**config.mk**
```make
export PLATFORM = sky130hd
export DESIGN_NAME = jt49_psg_flat
export DESIGN_NICKNAME = d
export VERILOG_FILES = /design/src/rtl/jt49_psg_if.sv /design/src/rtl/jt49_psg.sv /design/src/flat_wrapper.sv
export SDC_FILE = /design/constraint.sdc
export NUM_CORES = 1
export LEC_CHECK = 0
export ABC_AREA = 1
export BUFFER_PORTS_ARGS = -buffer_cell sky130_fd_sc_hd__buf_2
export CORE_ASPECT_RATIO = 1.2
export CORE_MARGIN = 2
export CORE_UTILIZATION = 50
export DETAILED_ROUTE_END_ITERATION = 10
export GPL_TIMING_DRIVEN = 0
export PLACE_DENSITY = 0.69
export SKIP_CTS_REPAIR_TIMING = 1
export SLEW_MARGIN = 20
export SYNTH_ARGS = -nofsm -noshare
export SYNTH_HDL_FRONTEND = slang
export SYNTH_SLANG_ARGS = --single-unit
export TNS_END_PERCENT = 5
```
**constraint.sdc**
```tcl
create_clock -name clk -period 4.31 [get_ports clk]
set_input_delay 0.2155 -clock clk [delete_from_list [all_inputs] [get_ports clk]]
set_output_delay 0.2155 -clock clk [all_outputs]
set_load 0.005 [all_outputs]
```
**src/rtl/jt49_psg_if.sv**
```systemverilog
// CPU bus of the PSG: register index, chip select, write strobe and data.
interface jt49_psg_if;
    logic [3:0] addr;
    logic       cs_n;
    logic       wr_n;
    logic [7:0] din;
    logic [7:0] dout;

    modport master (output addr, cs_n, wr_n, din, input  dout);
    modport slave  (input  addr, cs_n, wr_n, din, output dout);
endinterface

```
**src/rtl/jt49_psg.sv**
```systemverilog
// AY-3-8910 compatible PSG: three tone channels, one noise LFSR, one envelope
// generator, two IO ports and a log-scaled DAC per channel.
module jt49_psg (
    input  logic        clk,
    input  logic        rst_n,
    input  logic        clk_en,
    input  logic        sel,
    jt49_psg_if.slave   bus,
    output logic [9:0]  sound,
    output logic [7:0]  A,
    output logic [7:0]  B,
    output logic [7:0]  C,
    output logic        sample,
    input  logic [7:0]  IOA_in,
    output logic [7:0]  IOA_out,
    output logic        IOA_oe,
    input  logic [7:0]  IOB_in,
    output logic [7:0]  IOB_out,
    output logic        IOB_oe
);
    logic [7:0]  regs_q [16], regs_d [16];
    logic        div2_q, div2_d;
    logic [3:0]  cen_cnt_q, cen_cnt_d;
    logic [11:0] tone_cnt_q [3], tone_cnt_d [3];
    logic [2:0]  tone_q, tone_d;
    logic [4:0]  noise_cnt_q, noise_cnt_d;
    logic [16:0] lfsr_q, lfsr_d;
    logic [15:0] env_cnt_q, env_cnt_d;
    logic [3:0]  env_pos_q, env_pos_d, env_hval_q, env_hval_d;
    logic        env_inv_q, env_inv_d, env_hold_q, env_hold_d;
    logic [7:0]  a_q, a_d, b_q, b_d, c_q, c_d;
    logic [9:0]  sound_q, sound_d;
    logic        sample_q, sample_d;

    logic        wr_en, cen, tick8, tick16, env_step;
    logic [11:0] tp [3];
    logic [4:0]  np;
    logic [15:0] ep;
    logic [3:0]  env_level;
    logic [3:0]  lvl [3];

    // Unused register bits are stored as zero so reads return them cleared.
    function automatic logic [7:0] wmask(input logic [3:0] a, input logic [7:0] d);
        case (a)
            4'd1, 4'd3, 4'd5, 4'd13:  return {4'd0, d[3:0]};
            4'd6, 4'd8, 4'd9, 4'd10:  return {3'd0, d[4:0]};
            default:                  return d;
        endcase
    endfunction

    // Logarithmic volume curve.
    function automatic logic [7:0] dac(input logic [3:0] v);
        case (v)
            4'd0:  return 8'd0;    4'd1:  return 8'd2;
            4'd2:  return 8'd3;    4'd3:  return 8'd4;
            4'd4:  return 8'd6;    4'd5:  return 8'd8;
            4'd6:  return 8'd11;   4'd7:  return 8'd16;
            4'd8:  return 8'd23;   4'd9:  return 8'd32;
            4'd10: return 8'd45;   4'd11: return 8'd64;
            4'd12: return 8'd90;   4'd13: return 8'd128;
            4'd14: return 8'd180;  default: return 8'd255;
        endcase
    endfunction

    // Register file writes; independent of clk_en.
    always_comb begin
        wr_en  = !bus.cs_n && !bus.wr_n;
        regs_d = regs_q;
        if (wr_en) regs_d[bus.addr] = wmask(bus.addr, bus.din);
    end

    // Read mux; IO registers read the pins while the port is an input.
    always_comb begin
        bus.dout = regs_q[bus.addr];
        if (bus.addr == 4'd14 && !regs_q[7][6]) bus.dout = IOA_in;
        if (bus.addr == 4'd15 && !regs_q[7][7]) bus.dout = IOB_in;
    end

    assign IOA_out = regs_q[14];
    assign IOA_oe  = regs_q[7][6];
    assign IOB_out = regs_q[15];
    assign IOB_oe  = regs_q[7][7];

    // Timebase: optional /2 of clk_en, then /8 and /16 tick strobes.
    always_comb begin
        cen       = clk_en & (sel | div2_q);
        div2_d    = clk_en ? ~div2_q : div2_q;
        cen_cnt_d = cen ? cen_cnt_q + 4'd1 : cen_cnt_q;
        tick8     = cen && (cen_cnt_q[2:0] == 3'd7);
        tick16    = cen && (cen_cnt_q == 4'd15);
    end

    // Effective periods; a programmed zero behaves as one.
    always_comb begin
        for (int i = 0; i < 3; i++) begin
            tp[i] = {regs_q[2*i+1][3:0], regs_q[2*i]};
            if (tp[i] == 12'd0) tp[i] = 12'd1;
        end
        np = (regs_q[6][4:0] == 5'd0) ? 5'd1 : regs_q[6][4:0];
        ep = ({regs_q[12], regs_q[11]} == 16'd0) ? 16'd1 : {regs_q[12], regs_q[11]};
    end

    // Tone dividers and noise LFSR, stepped on tick8.
    always_comb begin
        tone_cnt_d  = tone_cnt_q;
        tone_d      = tone_q;
        noise_cnt_d = noise_cnt_q;
        lfsr_d      = lfsr_q;
        if (tick8) begin
            for (int i = 0; i < 3; i++) begin
                if (tone_cnt_q[i] + 12'd1 >= tp[i]) begin
                    tone_cnt_d[i] = '0;
                    tone_d[i]     = ~tone_q[i];
                end else begin
                    tone_cnt_d[i] = tone_cnt_q[i] + 12'd1;
                end
            end
            if (noise_cnt_q + 5'd1 >= np) begin
                noise_cnt_d = '0;
                lfsr_d      = {lfsr_q[0] ^ lfsr_q[3], lfsr_q[16:1]};
            end else begin
                noise_cnt_d = noise_cnt_q + 5'd1;
            end
        end
    end

    // Envelope: position within a 16-step cycle, direction flip and hold.
    always_comb begin
        env_level  = env_hold_q ? env_hval_q :
                     ((regs_q[13][2] ^ env_inv_q) ? env_pos_q : ~env_pos_q);
        env_cnt_d  = env_cnt_q;
        env_pos_d  = env_pos_q;
        env_inv_d  = env_inv_q;
        env_hold_d = env_hold_q;
        env_hval_d = env_hval_q;
        env_step   = 1'b0;
        if (tick16) begin
            if (env_cnt_q + 16'd1 >= ep) begin
                env_cnt_d = '0;
                env_step  = 1'b1;
            end else begin
                env_cnt_d = env_cnt_q + 16'd1;
            end
        end
        if (env_step && !env_hold_q) begin
            if (env_pos_q != 4'd15) begin
                env_pos_d = env_pos_q + 4'd1;
            end else if (!regs_q[13][3]) begin
                env_hold_d = 1'b1;
                env_hval_d = 4'd0;
            end else if (regs_q[13][0]) begin
                env_hold_d = 1'b1;
                env_hval_d = regs_q[13][1] ? ~env_level : env_level;
            end else begin
                env_pos_d = 4'd0;
                if (regs_q[13][1]) env_inv_d = ~env_inv_q;
            end
        end
        // Writing the shape register restarts the envelope from the top.
        if (wr_en && bus.addr == 4'd13) begin
            env_cnt_d  = '0;
            env_pos_d  = '0;
            env_inv_d  = 1'b0;
            env_hold_d = 1'b0;
        end
    end

    // Mixer and amplitude; DAC outputs and sum latched on tick8.
    always_comb begin
        for (int i = 0; i < 3; i++) begin
            lvl[i] = ((tone_q[i] | regs_q[7][i]) & (lfsr_q[0] | regs_q[7][i+3])) ?
                     (regs_q[8+i][4] ? env_level : regs_q[8+i][3:0]) : 4'd0;
        end
        a_d      = a_q;
        b_d      = b_q;
        c_d      = c_q;
        sound_d  = sound_q;
        sample_d = tick8;
        if (tick8) begin
            a_d     = dac(lvl[0]);
            b_d     = dac(lvl[1]);
            c_d     = dac(lvl[2]);
            sound_d = {2'b00, a_d} + {2'b00, b_d} + {2'b00, c_d};
        end
    end

    assign A      = a_q;
    assign B      = b_q;
    assign C      = c_q;
    assign sound  = sound_q;
    assign sample = sample_q;

    // State registers.
    always_ff @(posedge clk or negedge rst_n) begin
        if (!rst_n) begin
            for (int i = 0; i < 16; i++) regs_q[i] <= '0;
            for (int i = 0; i < 3; i++)  tone_cnt_q[i] <= '0;
            div2_q      <= 1'b0;
            cen_cnt_q   <= '0;
            tone_q      <= '0;
            noise_cnt_q <= '0;
            lfsr_q      <= 17'h1;
            env_cnt_q   <= '0;
            env_pos_q   <= '0;
            env_inv_q   <= 1'b0;
            env_hold_q  <= 1'b0;
            env_hval_q  <= '0;
            a_q         <= '0;
            b_q         <= '0;
            c_q         <= '0;
            sound_q     <= '0;
            sample_q    <= 1'b0;
        end else begin
            regs_q      <= regs_d;
            tone_cnt_q  <= tone_cnt_d;
            div2_q      <= div2_d;
            cen_cnt_q   <= cen_cnt_d;
            tone_q      <= tone_d;
            noise_cnt_q <= noise_cnt_d;
            lfsr_q      <= lfsr_d;
            env_cnt_q   <= env_cnt_d;
            env_pos_q   <= env_pos_d;
            env_inv_q   <= env_inv_d;
            env_hold_q  <= env_hold_d;
            env_hval_q  <= env_hval_d;
            a_q         <= a_d;
            b_q         <= b_d;
            c_q         <= c_d;
            sound_q     <= sound_d;
            sample_q    <= sample_d;
        end
    end
endmodule

```
**src/flat_wrapper.sv**
```systemverilog
// flat-port wrapper written by rule: the top's interface ports become plain ports
module jt49_psg_flat 
  (clk, rst_n, clk_en, sel, sound, A, B, C, sample, IOA_in, IOA_out, IOA_oe, IOB_in, IOB_out, IOB_oe, bus_addr, bus_cs_n, bus_wr_n, bus_din, bus_dout);
  jt49_psg_if bus_i ();
  input  logic clk;
  input  logic rst_n;
  input  logic clk_en;
  input  logic sel;
  output logic [9:0] sound;
  output logic [7:0] A;
  output logic [7:0] B;
  output logic [7:0] C;
  output logic sample;
  input  logic [7:0] IOA_in;
  output logic [7:0] IOA_out;
  output logic IOA_oe;
  input  logic [7:0] IOB_in;
  output logic [7:0] IOB_out;
  output logic IOB_oe;
  input wire logic [$bits(bus_i.addr)-1:0] bus_addr;
  input wire logic [$bits(bus_i.cs_n)-1:0] bus_cs_n;
  input wire logic [$bits(bus_i.wr_n)-1:0] bus_wr_n;
  input wire logic [$bits(bus_i.din)-1:0] bus_din;
  output wire logic [$bits(bus_i.dout)-1:0] bus_dout;
  assign bus_i.addr = bus_addr;
  assign bus_i.cs_n = bus_cs_n;
  assign bus_i.wr_n = bus_wr_n;
  assign bus_i.din = bus_din;
  assign bus_dout = bus_i.dout;
  jt49_psg u_core (.clk(clk), .rst_n(rst_n), .clk_en(clk_en), .sel(sel), .bus(bus_i), .sound(sound), .A(A), .B(B), .C(C), .sample(sample), .IOA_in(IOA_in), .IOA_out(IOA_out), .IOA_oe(IOA_oe), .IOB_in(IOB_in), .IOB_out(IOB_out), .IOB_oe(IOB_oe));
endmodule
```
# Yosys cells after proc, flatten, opt, wreduce, memory -nomap -nowiden
# Memory sizes are Yosys's and may differ from the RTL's.
# Index checks and enable logic that the tools add are counted.
# word_totals
elab_cells	182
ff_bits	255
inputBits	34
out_inout_bits	61
rom_bits	384
memories	3
# op_classes
reduce_logical	33
bitwise	22
add_sub_neg	9
n_eq_ne	18
order_cmp	7
muxes	54
# mem_list
memory	depth	width	read_ports	rd_ports_with_merged_regs	wr	line_no	text
(name not given)	16	8	1	0	0	jt49_psg.sv:53	case (v)
(name not given)	16	8	1	0	0	jt49_psg.sv:53	
(name not given)	16	8	1	0	0	jt49_psg.sv:53	
# ops
operator	count
128-bit bitwise mux	1
12-bit 2-to-1 mux	6
8-bit 2-to-1 mux	9
16-bit 2-to-1 mux	4
4-bit 2-to-1 mux	16
12-bit by 1-bit adder with 12-bit output, second input constant	3
12-bit greater-or-equal comparator	3
12-bit zero test	3
8-bit binary-select mux with 4-bit select	1
8-bit demux with 4-bit select	1
4-bit equality test, second input constant	7
16-bit by 1-bit adder with 16-bit output, second input constant	1
16-bit greater-or-equal comparator	1
16-bit zero test	1
8-bit one-hot mux with 2 select lines	1
1-bit 2-to-1 mux	13
10-bit by 8-bit adder with 10-bit output	1
5-bit 2-to-1 mux	2
8-bit by 8-bit adder with 9-bit output	1
3-bit AND reduction	3
4-bit by 1-bit adder with 4-bit output, second input constant	2
4-bit by 3-bit equality test with 1-bit output, second input constant	2
1-bit logical AND	8
4-bit NOT	2
22 further kinds	51

# Logic depth before layout (Yosys ltp)
# Gate-level depths: netlist (run 1).
# An unclocked memory read counts as a cell.
# logic_depth
ltp_word	9
mapped_depth	31
depth_no_buf	31

# Worst setup path before layout (run 1)
# No wires, ideal clock.
# synth_timing
kind	flip-flop to flip-flop
start	reg u_core.env_inv_q
end	reg u_core.sound_q[8] (netlist: u_core.sound[8])
arrival_ns	3.575
setup_slack_ns	0.653
path_stages_with_launch	30
required_ns	4.228
setup_time_ns	0.082
n_path_buf	0
period_less_slack_ns	3.657
path_cell_list	dfrtp_1 -> inv_1 -> nand2_1 -> nand3_1 -> nand2_1 -> nand2_1 -> nand2_1 -> nand2_1 -> nand2_1 -> ha_1 -> inv_1 -> nand3_1 -> nand2_1 -> nand2_1 -> nand2_1 -> inv_1 -> ha_1 -> a21oi_1 -> nand2_1 -> a21oi_1 -> nor2_1 -> nor2_1 -> xor2_1 -> inv_1 -> ha_1 -> a21oi_1 -> o21ai_0 -> a21oi_1 -> or2_2 -> a31oi_1
# synth_between
elab_chain_cells	9
word_cells_on_any_way	17
cone_classes	add/sub: 2; mux: 11; bitwise: 1; memory: 3
# synth_rtl
element	line_no	text
start: declaration	jt49_psg.sv:30	logic env_inv_q, env_inv_d, env_hold_q, env_hold_d;
start signal: assignment	jt49_psg.sv:223	env_inv_q <= env_inv_d;
1-bit XOR *	jt49_psg.sv:130	((regs_q[13][2] ^ env_inv_q) ? env_pos_q : ~env_pos_q);
4-bit 2-to-1 mux *	jt49_psg.sv:130	
4-bit 2-to-1 mux *	jt49_psg.sv:129	env_level = env_hold_q ? env_hval_q :
4-bit 2-to-1 mux	jt49_psg.sv:172	(regs_q[8+i][4] ? env_level : regs_q[8+i][3:0]) : 4'd0;
4-bit 2-to-1 mux	jt49_psg.sv:171	lvl[i] = ((tone_q[i] | regs_q[7][i]) & (lfsr_q[0] | regs_q[7][i+3])) ?
memory 16 x 8 bit	-	
8-bit 2-to-1 mux	jt49_psg.sv:179	if (tick8) begin
8-bit by 8-bit adder with 9-bit output	jt49_psg.sv:183	sound_d = {2'b00, a_d} + {2'b00, b_d} + {2'b00, c_d};
10-bit by 8-bit adder with 10-bit output *	jt49_psg.sv:183	
end signal: assignment	jt49_psg.sv:229	sound_q <= sound_d;
end: declaration	jt49_psg.sv:32	logic [9:0] sound_q, sound_d;
# Mark *: on every way between the ends. The rest lies on a longest branch, timed or not. The select of a mux whose other input is x is not followed.
# A chain may end at the register's enable or synchronous reset.

# Final worst setup path (run 1)
# layout_timing
start	reg u_core.regs_q[18] (netlist bit)
end	reg u_core.sound_q[8] (netlist: u_core.sound[8])
# layout_between
elab_chain_cells	9
word_cells_on_any_way	17
cone_classes	add/sub: 2; mux: 11; bitwise: 1; memory: 3
# layout_rtl
element	line_no	text
start: declaration	jt49_psg.sv:21	logic [7:0] regs_q [16], regs_d [16];
start signal: assignment	jt49_psg.sv:214	regs_q <= regs_d;
1-bit XOR *	jt49_psg.sv:130	
4-bit 2-to-1 mux *	jt49_psg.sv:130	
4-bit 2-to-1 mux *	jt49_psg.sv:129	
4-bit 2-to-1 mux	jt49_psg.sv:172	
4-bit 2-to-1 mux	jt49_psg.sv:171	
memory 16 x 8 bit	-	
8-bit 2-to-1 mux	jt49_psg.sv:179	
8-bit by 8-bit adder with 9-bit output	jt49_psg.sv:183	
10-bit by 8-bit adder with 10-bit output *	jt49_psg.sv:183	
# Marks and branches as above.

==> results.txt, run 1 <==
- Path class of the lowest-slack min-delay path: primary input to flip-flop
* Internal reg-to-reg setup slack: 230 ps
* Final cell utilization of the core: 58.3%
- Headroom to the max-slew limit came out at 44.0%.
- The routed layout has 13700 vias.
- Dividing the detail-routed wire length by the instance count gives 16.6 um.
- Counting every instance in the synthesized netlist gives 1958.
- Post-DRT Antenna Nets: 0
- The synthesized design spends more area on one cell type than any other, namely sky130_fd_sc_hd__dfrtp_1.
- Power consumption: 8.61 mW
- Number of nets in the synthesized netlist: 2085
* Share of the cycle needed by the critical path after routing: 94.6%
- Max Fanout on Critical Path: 6
- The worst setup path is launched from a flip-flop.
* Outcome: complete, but fails checks
- The worst-case IR drop observed on VDD is 398 uV.
* CTS Buf Count: 28
* Fraction of power consumed by combinational cells: 32.5%
- The first global-routing pass estimated 66800 um of wire.
- Die boundary width: 162 um
- Sequential cells were found to cover 42.4% of the synthesized design area.
- # DRC: 0
- Maximum count of clock buffers along a single path: 3
- Setup crit end kind: flip-flop
- Number of synthesized register bits: 255
- Setup slack on the critical path of the routed design comes to 233 ps.
* Largest net degree at the start of global routing: 99
- During I/O placement, the number of pins put on the boundary was 95.
- Per report_power, the clock group accounts for 30.0% of the total.
- Registers are responsible for 37.5% of the overall power.
* Data required time of the worst path: 4760 ps
* Std-Cell Core Area: 0.0296 mm^2
- Prevailing post-synth register cell: sky130_fd_sc_hd__dfrtp_1
- Main area contributors after synthesis: sky130_fd_sc_hd__dfrtp_1 42%, sky130_fd_sc_hd__nand2_1 15%, sky130_fd_sc_hd__ha_1 7.6%, sky130_fd_sc_hd__inv_1 5.8%, sky130_fd_sc_hd__o21ai_0 3.8%
* Clock latency on the worst-skew pair: 550 ps
* Biggest cell delay along the critical path: 440 ps
* Number of enable flip-flop cells after synthesis: 0
- Area added between synthesis and finish: 14.7%
* Area fraction of the dominant cell type after synthesis: 42.2%
* Net switching power figure: 3.12 mW
- Library cell with the highest instance count after synthesis: sky130_fd_sc_hd__nand2_1
- Power spread over the standard cell area amounts to 499 mW/mm^2.
* Die Footprint: 0.0315 mm^2
- Post-detailed-route via-to-cell ratio: 5.48
* Clock transition time at the flip-flop clock pins of the worst setup and hold paths: 60 ps
- PortBufs: 94
- Leak: 9.05 nW
- The via count of the first global-routing pass was 13000.
- Highest-delay cell along the critical path: sky130_fd_sc_hd__dfrtp_2
* Cell type with the highest occurrence count on the critical path: sky130_fd_sc_hd__nand2_1
- Synthesized area: 0.0150 mm^2
- Final hold analysis gives a worst-case slack of -32.1 ps.
* Async set-reset flop share out of synthesis: 100%
- Clock skew on the completed layout was measured at 21.6 ps.
* Data arrival time at the worst-slack endpoint: 4530 ps
- Cells with a size suffix above 1 make up 12.5% of the layout.
- ANT cells: 0
- Final min period: 4080 ps
- Final-report max-slew violation count: 0
- In this run, the number of DRC markers left after iteration 0 of detailed routing was 1008.
* Height of the die: 194 um
* Final number of setup-violating endpoints: 0
- Crit path kind: flip-flop to flip-flop
- Max-capacitance violation count: 0
* Post-Syn Area per Cell: 7.68 um^2
* Slew @ Worst Pin: 840 ps
- Post-DP HPWL: 31100 um
- Number of distinct standard cells referenced by the synthesized netlist: 50
- At the end of routability-driven placement, the weighted congestion stood at 0.933.
- The initial antenna violation count was 0.
* Clock tree from TritonCTS: built
* Violations in the final reports: hold timing
* Cell breakdown of the critical path: inv_2, nand2_1, nand2_1, nand2_1, nand2_1, nand2_1, nand2_4, a21boi_4, ha_1, nand2_1, nand3_1, inv_1, ha_1, a21oi_1, o21ai_0, a41oi_1, xnor2_1, ha_1, nand2_1, o21ai_0, a21oi_1, or2_2, a31oi_1
* Total congestion overflow: 0
- Fmax: 245 MHz
- After routing, the total negative slack on setup checks comes to 0 ps.
- For this configuration, the core starts out at a cell density of 50.8%.
- First-pass DRT Iterations: 5
- The initialized floorplan defines 69 standard-cell rows.
- Design internal power: 5.50 mW
* Sink Count: 255
- CTS HTree Levels: 1
* Net Sw Frac: 36.2%
- Total routing usage reported by global routing: 26.3%
- Worst Setup Slack post-DPL: -28.8 ps
- After the last flow step, the layout net total stands at 2220.
* YS warnings: 0
- Most frequent cells after synthesis: 611 x sky130_fd_sc_hd__nand2_1, 254 x sky130_fd_sc_hd__dfrtp_1, 232 x sky130_fd_sc_hd__inv_1, 115 x sky130_fd_sc_hd__o21ai_0, 110 x sky130_fd_sc_hd__nand3_1
- The number of hold violations in the final report is 3.
* Post-detailed-routing wire length: 41600 um
* CTS root buf: sky130_fd_sc_hd__clkbuf_16
## per-stage QoR
step | std cells | hold slack, ps | instance area (um^2)
3_5_place_dp | 2444 | 234 | 16100
6_report | 2502 | -32.1 | 17300
4_1_cts | 2493 | -353 | 17100
2_1_floorplan | 1958 | -80.1 | 15000
3_3_place_gp | 2442 | 424 | 16000
5_1_grt | 2502 | 3.51 | 17300
## power by group through the flow
stage | Combinational, mW | Sequential [mW] | Clock (mW)
4_1_cts | 2.76 | 3.22 | 2.60
2_1_floorplan | 2.00 | 3.15 | 0
3_3_place_gp | 2.62 | 3.24 | 0
3_5_place_dp | 2.73 | 3.25 | 0
5_1_grt | 3.21 | 3.29 | 2.70
6_report | 2.80 | 3.23 | 2.58
## worst max-delay path, delay by kind of cell, from the launching register on
family          cells  cell delay (ps)
compound gates      7             1090
buf+inv             2              190
simple gates       10             1160
xor+xnor            1              130
fa+ha+maj           3              960
flops               1              440
## cells in the final DEF (no fill, tap or decap), types with 45 or more instances in the layout
cell type                 instances
sky130_fd_sc_hd__buf_2          127
sky130_fd_sc_hd__inv_1          230
sky130_fd_sc_hd__a21oi_1         56
sky130_fd_sc_hd__o21ai_0        113
sky130_fd_sc_hd__nand2_1        601
sky130_fd_sc_hd__ha_1            88
sky130_fd_sc_hd__o22ai_1         45
sky130_fd_sc_hd__nor2_1          57
sky130_fd_sc_hd__dfrtp_1        253
sky130_fd_sc_hd__nand3_1        107
sky130_fd_sc_hd__o21ai_1         90
## logic make-up after synthesis
logic type      share of synthesized area (%)
simple gates                             24.3
compound gates                           13.5
buf+inv                                  8.79
flops                                    42.4
fa+ha+maj                                7.83
xor+xnor                                 3.14
## worst paths after layout
| check | from | to | cells after the start |
|---|---|---|---|
| max in group asynchronous | rst_n | u_core.IOB_out[6] | 3 |
| hold / removal | sel | u_core.cen_cnt_q[1] | 4 |
| setup reg to reg | u_core.regs_q[18] | u_core.sound[8] | 23 |
| hold reg to reg | u_core.regs_q[86] | u_core.regs_q[86] | 2 |
| setup / recovery | u_core.regs_q[18] | u_core.sound[8] | 23 |
| min in group asynchronous | rst_n | u_core.sample | 2 |
## flip-flops by register name, summed over array words and instances (netlist names)
register,flops
u_core.env_hval_q,4
u_core.noise_cnt_q,5
u_core.env_pos_q,4
u_core.tone_q,3
u_core.B,8
u_core.env_cnt_q,16
u_core.env_hold_q,1
u_core.IOA_out,8
u_core.sound,10
u_core.IOA_oe,1
u_core.regs_q,110
u_core.IOB_oe,1
u_core.cen_cnt_q,4
u_core.IOB_out,8
u_core.A,8
u_core.tone_cnt_q,36
u_core.C,8
u_core.lfsr_q,17
u_core.env_inv_q,1
u_core.sample,1
u_core.div2_q,1
## layer usage
metal,GRT usage [%],up-vias,part of all wire [%]
li1,-,6649,-
met4,9.18,0,3.4
met5,0,-,0
met1,36.2,6488,44
met2,43.4,479,47
met3,2.70,89,5.8
## area by class of cell
cell class,count,area [um^2]
buffer,81,410
clock buffer,39,833
clock inverter,10,156
fill,2715,12400
inverter,243,912
multi-input combinational,1379,7470
sequential,255,6380
tap,390,488
timing repair buffer,105,608
(Power assumes the default switching activity.)
==> run 2: changes to the inputs <==
Settings changed: CORE_MARGIN 2 to 3, PLACE_DENSITY 0.69 to 0.71.
Clock period 4.31 ns to 3.3 ns, I/O delays scaled along.
==> run 2 against run 1 <==
  * The run ends with setup timing left
  * Clock power up 19%
  * Routed wire length rose by 1.2%
  * Combinational power is 35% higher
  * Setup slack lost 780 ps
  * Count of clock-buffer cells in the layout did not move
  * Register-to-register slack lost 780 ps
  * Core utilization rose by 1.5 points
  * Maximum frequency up 6.0%
  * Clock skew down 12 ps
  * Via count down 0.11%
  * Non-clock buffer count increased by 7
  * Cell area grew 1.1%
  * Critical path type unchanged
  * Highest routed layer unchanged
==> results.txt, run 2 (synthesized netlist as in run 1, its figures left out) <==
- The run finished, with violations left.
* Violations in the final reports: setup timing
- The detailed-routing iteration count for the pre-antenna-repair pass came to 5 (unchanged).
* Non-filler cells in the finished layout: 2504 (+0.080%)
- The aggregate routed wire length came to 42100 um (+1.2%).
* WHS Path Cells: 3 (-1)
- The clock sink total was 255 (unchanged).
- The combined flip-flop and latch cell area came to 0.00639 mm^2 (about the same).
* Power consumption: 11.1 mW (+29%)
- Post-detailed-route via-to-cell ratio: 5.47 (-0.19%)
* Top flop regs: u_core.regs_q: 110 flops, u_core.tone_cnt_q: 36 flops, u_core.lfsr_q: 17 flops
- CTS root buf: sky130_fd_sc_hd__clkbuf_16
* Max Fanout on Critical Path: 5 (-1)
* Maximum count of clock buffers along a single path: 3 (unchanged)
* Std-Cell Core Area: 0.0292 mm^2 (-1.4%)
* Antenna violations before repair: 0 (unchanged)
- Cell breakdown of the critical path: o22ai_4, nor2_2, a21boi_4, ha_4, inv_2, nand3_2, nand3_1, inv_1, ha_1, nand2_1, inv_1, nand4_1, o211ai_1, xor2_2, ha_1, a21oi_1, o21ai_1, a21oi_1, or2_4, a31oi_1
- Starting utilization of the core area: 51.6% (+0.75 points)
- The worst setup path is launched from a flip-flop.
- Clock tree from TritonCTS: built
- Max-capacitance violation count: 0 (unchanged)
- WHS: 0.239 ps (+32.3 ps)
* Uppermost signal routing layer after detailed routing: met4
- Amount of wire on met2 after detailed routing: 19800 um (+0.74%)
- Slew @ Worst Pin: 822 ps (-18.6 ps)
- Clock latency on the worst-skew pair: 540 ps (about the same)
- Leaving out fill and tap cells, the most frequent cells in the layout are 585 x sky130_fd_sc_hd__nand2_1, 251 x sky130_fd_sc_hd__dfrtp_1, 221 x sky130_fd_sc_hd__inv_1.
* Row cnt: 68 (-1.4%)
- Area added between synthesis and finish: 16.1%
- The diode insertion count for antenna repair was 0 (unchanged).
* Placed Instances: 2439 (-0.20%)
- The via count of the first global-routing pass was 12900 (-1.1%).
* Final-report max-slew violation count: 0 (unchanged)
- Setup clock skew after layout: 9.22 ps (-12.4 ps)
* Power density of the placed cells: 636 mW/mm^2 (+28%)
- Number of top-level pins: 95 (unchanged)
- Layout cell share with drive strength beyond 1: 15.6% (+3.1 points)
- The global-route congestion overflow total is 0 (unchanged).
* Crit path kind: flip-flop to flip-flop
* Initial DRC Count: 1078 (+6.9%)
* Most common library cell in the layout ignoring fill and taps: sky130_fd_sc_hd__nand2_1
* CTS HTree Levels: 1 (unchanged)
- The number of buffers added by the clock tree synthesis step was 27 (-3.6%).
- The aggregate negative setup slack is -2460 ps (-2460 ps).
* Clock transition time at the flip-flop clock pins of the worst setup and hold paths: 60 ps (about the same)
* Number of flip-flops under the largest register name: 110 (unchanged)
* Final min period: 3850 ps (-230 ps)
- Among all stages on the critical path, the largest delay is contributed by sky130_fd_sc_hd__dfstp_2.
- The tightest min-delay check is of the primary input to flip-flop type.
- STA classifies the critical path endpoint as a flip-flop.
* Data required time of the worst path: 3710 ps (-1050 ps)
- Post-DRT Antenna Nets: 0 (unchanged)
- More flip-flops sit in one register than any other, and that register is u_core.regs_q.
* Data arrival time at the worst-slack endpoint: 4260 ps (-270 ps)
* Die boundary width: 164 um (+1.2%)
* Final number of setup-violating endpoints: 7 (+7)
* Height of the die: 196 um (+1.0%)
- The floorplan die area came to 0.0322 mm^2 (+2.3%).
* Met3 routed wirelength: 2340 um (-3.9%)
- The pin count of the biggest net entering global routing is 102 (+3.0%).
- Post-DP HPWL: 31300 um (+0.62%)
* Worst slew slack as a fraction of its limit: 45.2% (+1.2 points)
- Multi-input combinational cell area: 0.00770 mm^2 (+3.1%)
- The worst IR drop on VDD was 437 uV (+9.9%).
- Detailed-route via count: 13700 (-0.11%)
- Leak: 9.02 nW (-0.31%)
- The share of the clock period used by the worst path after layout was 117% (+22 points).
* Metal1 wirelength: 18800 um (+3.6%)
- The total track usage was 25.6% (-0.68 points).
* # DRC: 0 (unchanged)
* WL/cell: 16.8 um (+1.1%)
* Layout filler cell count: 2604 (-4.1%)
- PortBufs: 94 (unchanged)
* Fmax: 260 MHz (+6.0%)
- The least setup slack across all paths after layout is -547 ps (-780 ps).
* First-pass GRT wire length: 66900 um (about the same)
* Reg2Reg Depth: 20 (-13%)
- Biggest cell delay along the critical path: 640 ps (+200 ps)
* Net count of the finished layout: 2226 (+0.27%)
- Final Hold Violating Endpoints: 0 (-3)
- The placer congestion estimate came to 0.947 (+1.5%).
- Setup repair after global routing could not meet its margin everywhere.
==> run 2: worst paths after layout <==
kind | startpoint | to | slack (ps)
max | u_core.lfsr_q[0] | u_core.sound[8] | -550
min | bus_din[4] | u_core.regs_q[124] | 0.2
max reg2reg | u_core.lfsr_q[0] | u_core.sound[8] | -550
min reg2reg | u_core.regs_q[20] | u_core.regs_q[20] | 470
max in group asynchronous | rst_n | u_core.tone_cnt_q[12] | 2080
min in group asynchronous | rst_n | u_core.env_cnt_q[8] | 260
==> run 2: layout make-up <==
cell class	instances	share of cell area, %
inverter	243	5.24
buffer	81	2.39
tap	385	2.76
clock inverter	10	0.638
multi-input combinational	1379	44.1
sequential	255	36.6
timing repair buffer	112	3.80
clock buffer	39	4.47
==> run 2: power by group <==
part           switching, mW  internal (mW)
logic                   2.33           1.46
clock network           1.29           1.80
registers              0.519           3.72
total                   4.13           6.97
==> run 2: routing by layer <==
| layer | vias to the layer above | global-route usage, % |
|---|---|---|
| met5 | - | 0 |
| met4 | 0 | 6.71 |
| met3 | 78 | 2.66 |
| met2 | 456 | 42.3 |
| met1 | 6482 | 36.0 |
| li1 | 6674 | - |
==> run 2: critical path: cells and delay by family, from the launching register on <==
family	cells	cell delay [ps]
AO/OA/AOI/OAI	7	1010
adder cells (fa/ha/maj)	3	850
AND/OR/NAND/NOR	6	760
XOR/XNOR	1	240
flip-flops	1	640
buffers and inverters	3	200
==> run 2: stage by stage <==
stage               util (%)  cell area (um^2)  setup slack, ps
global placement        55.2             16100            -2610
CTS                     58.5             17100             -873
global route            59.8             17500             -828
floorplan                  -             15200             -166
finish                  59.8             17500             -547
detailed placement      55.4             16200             -852
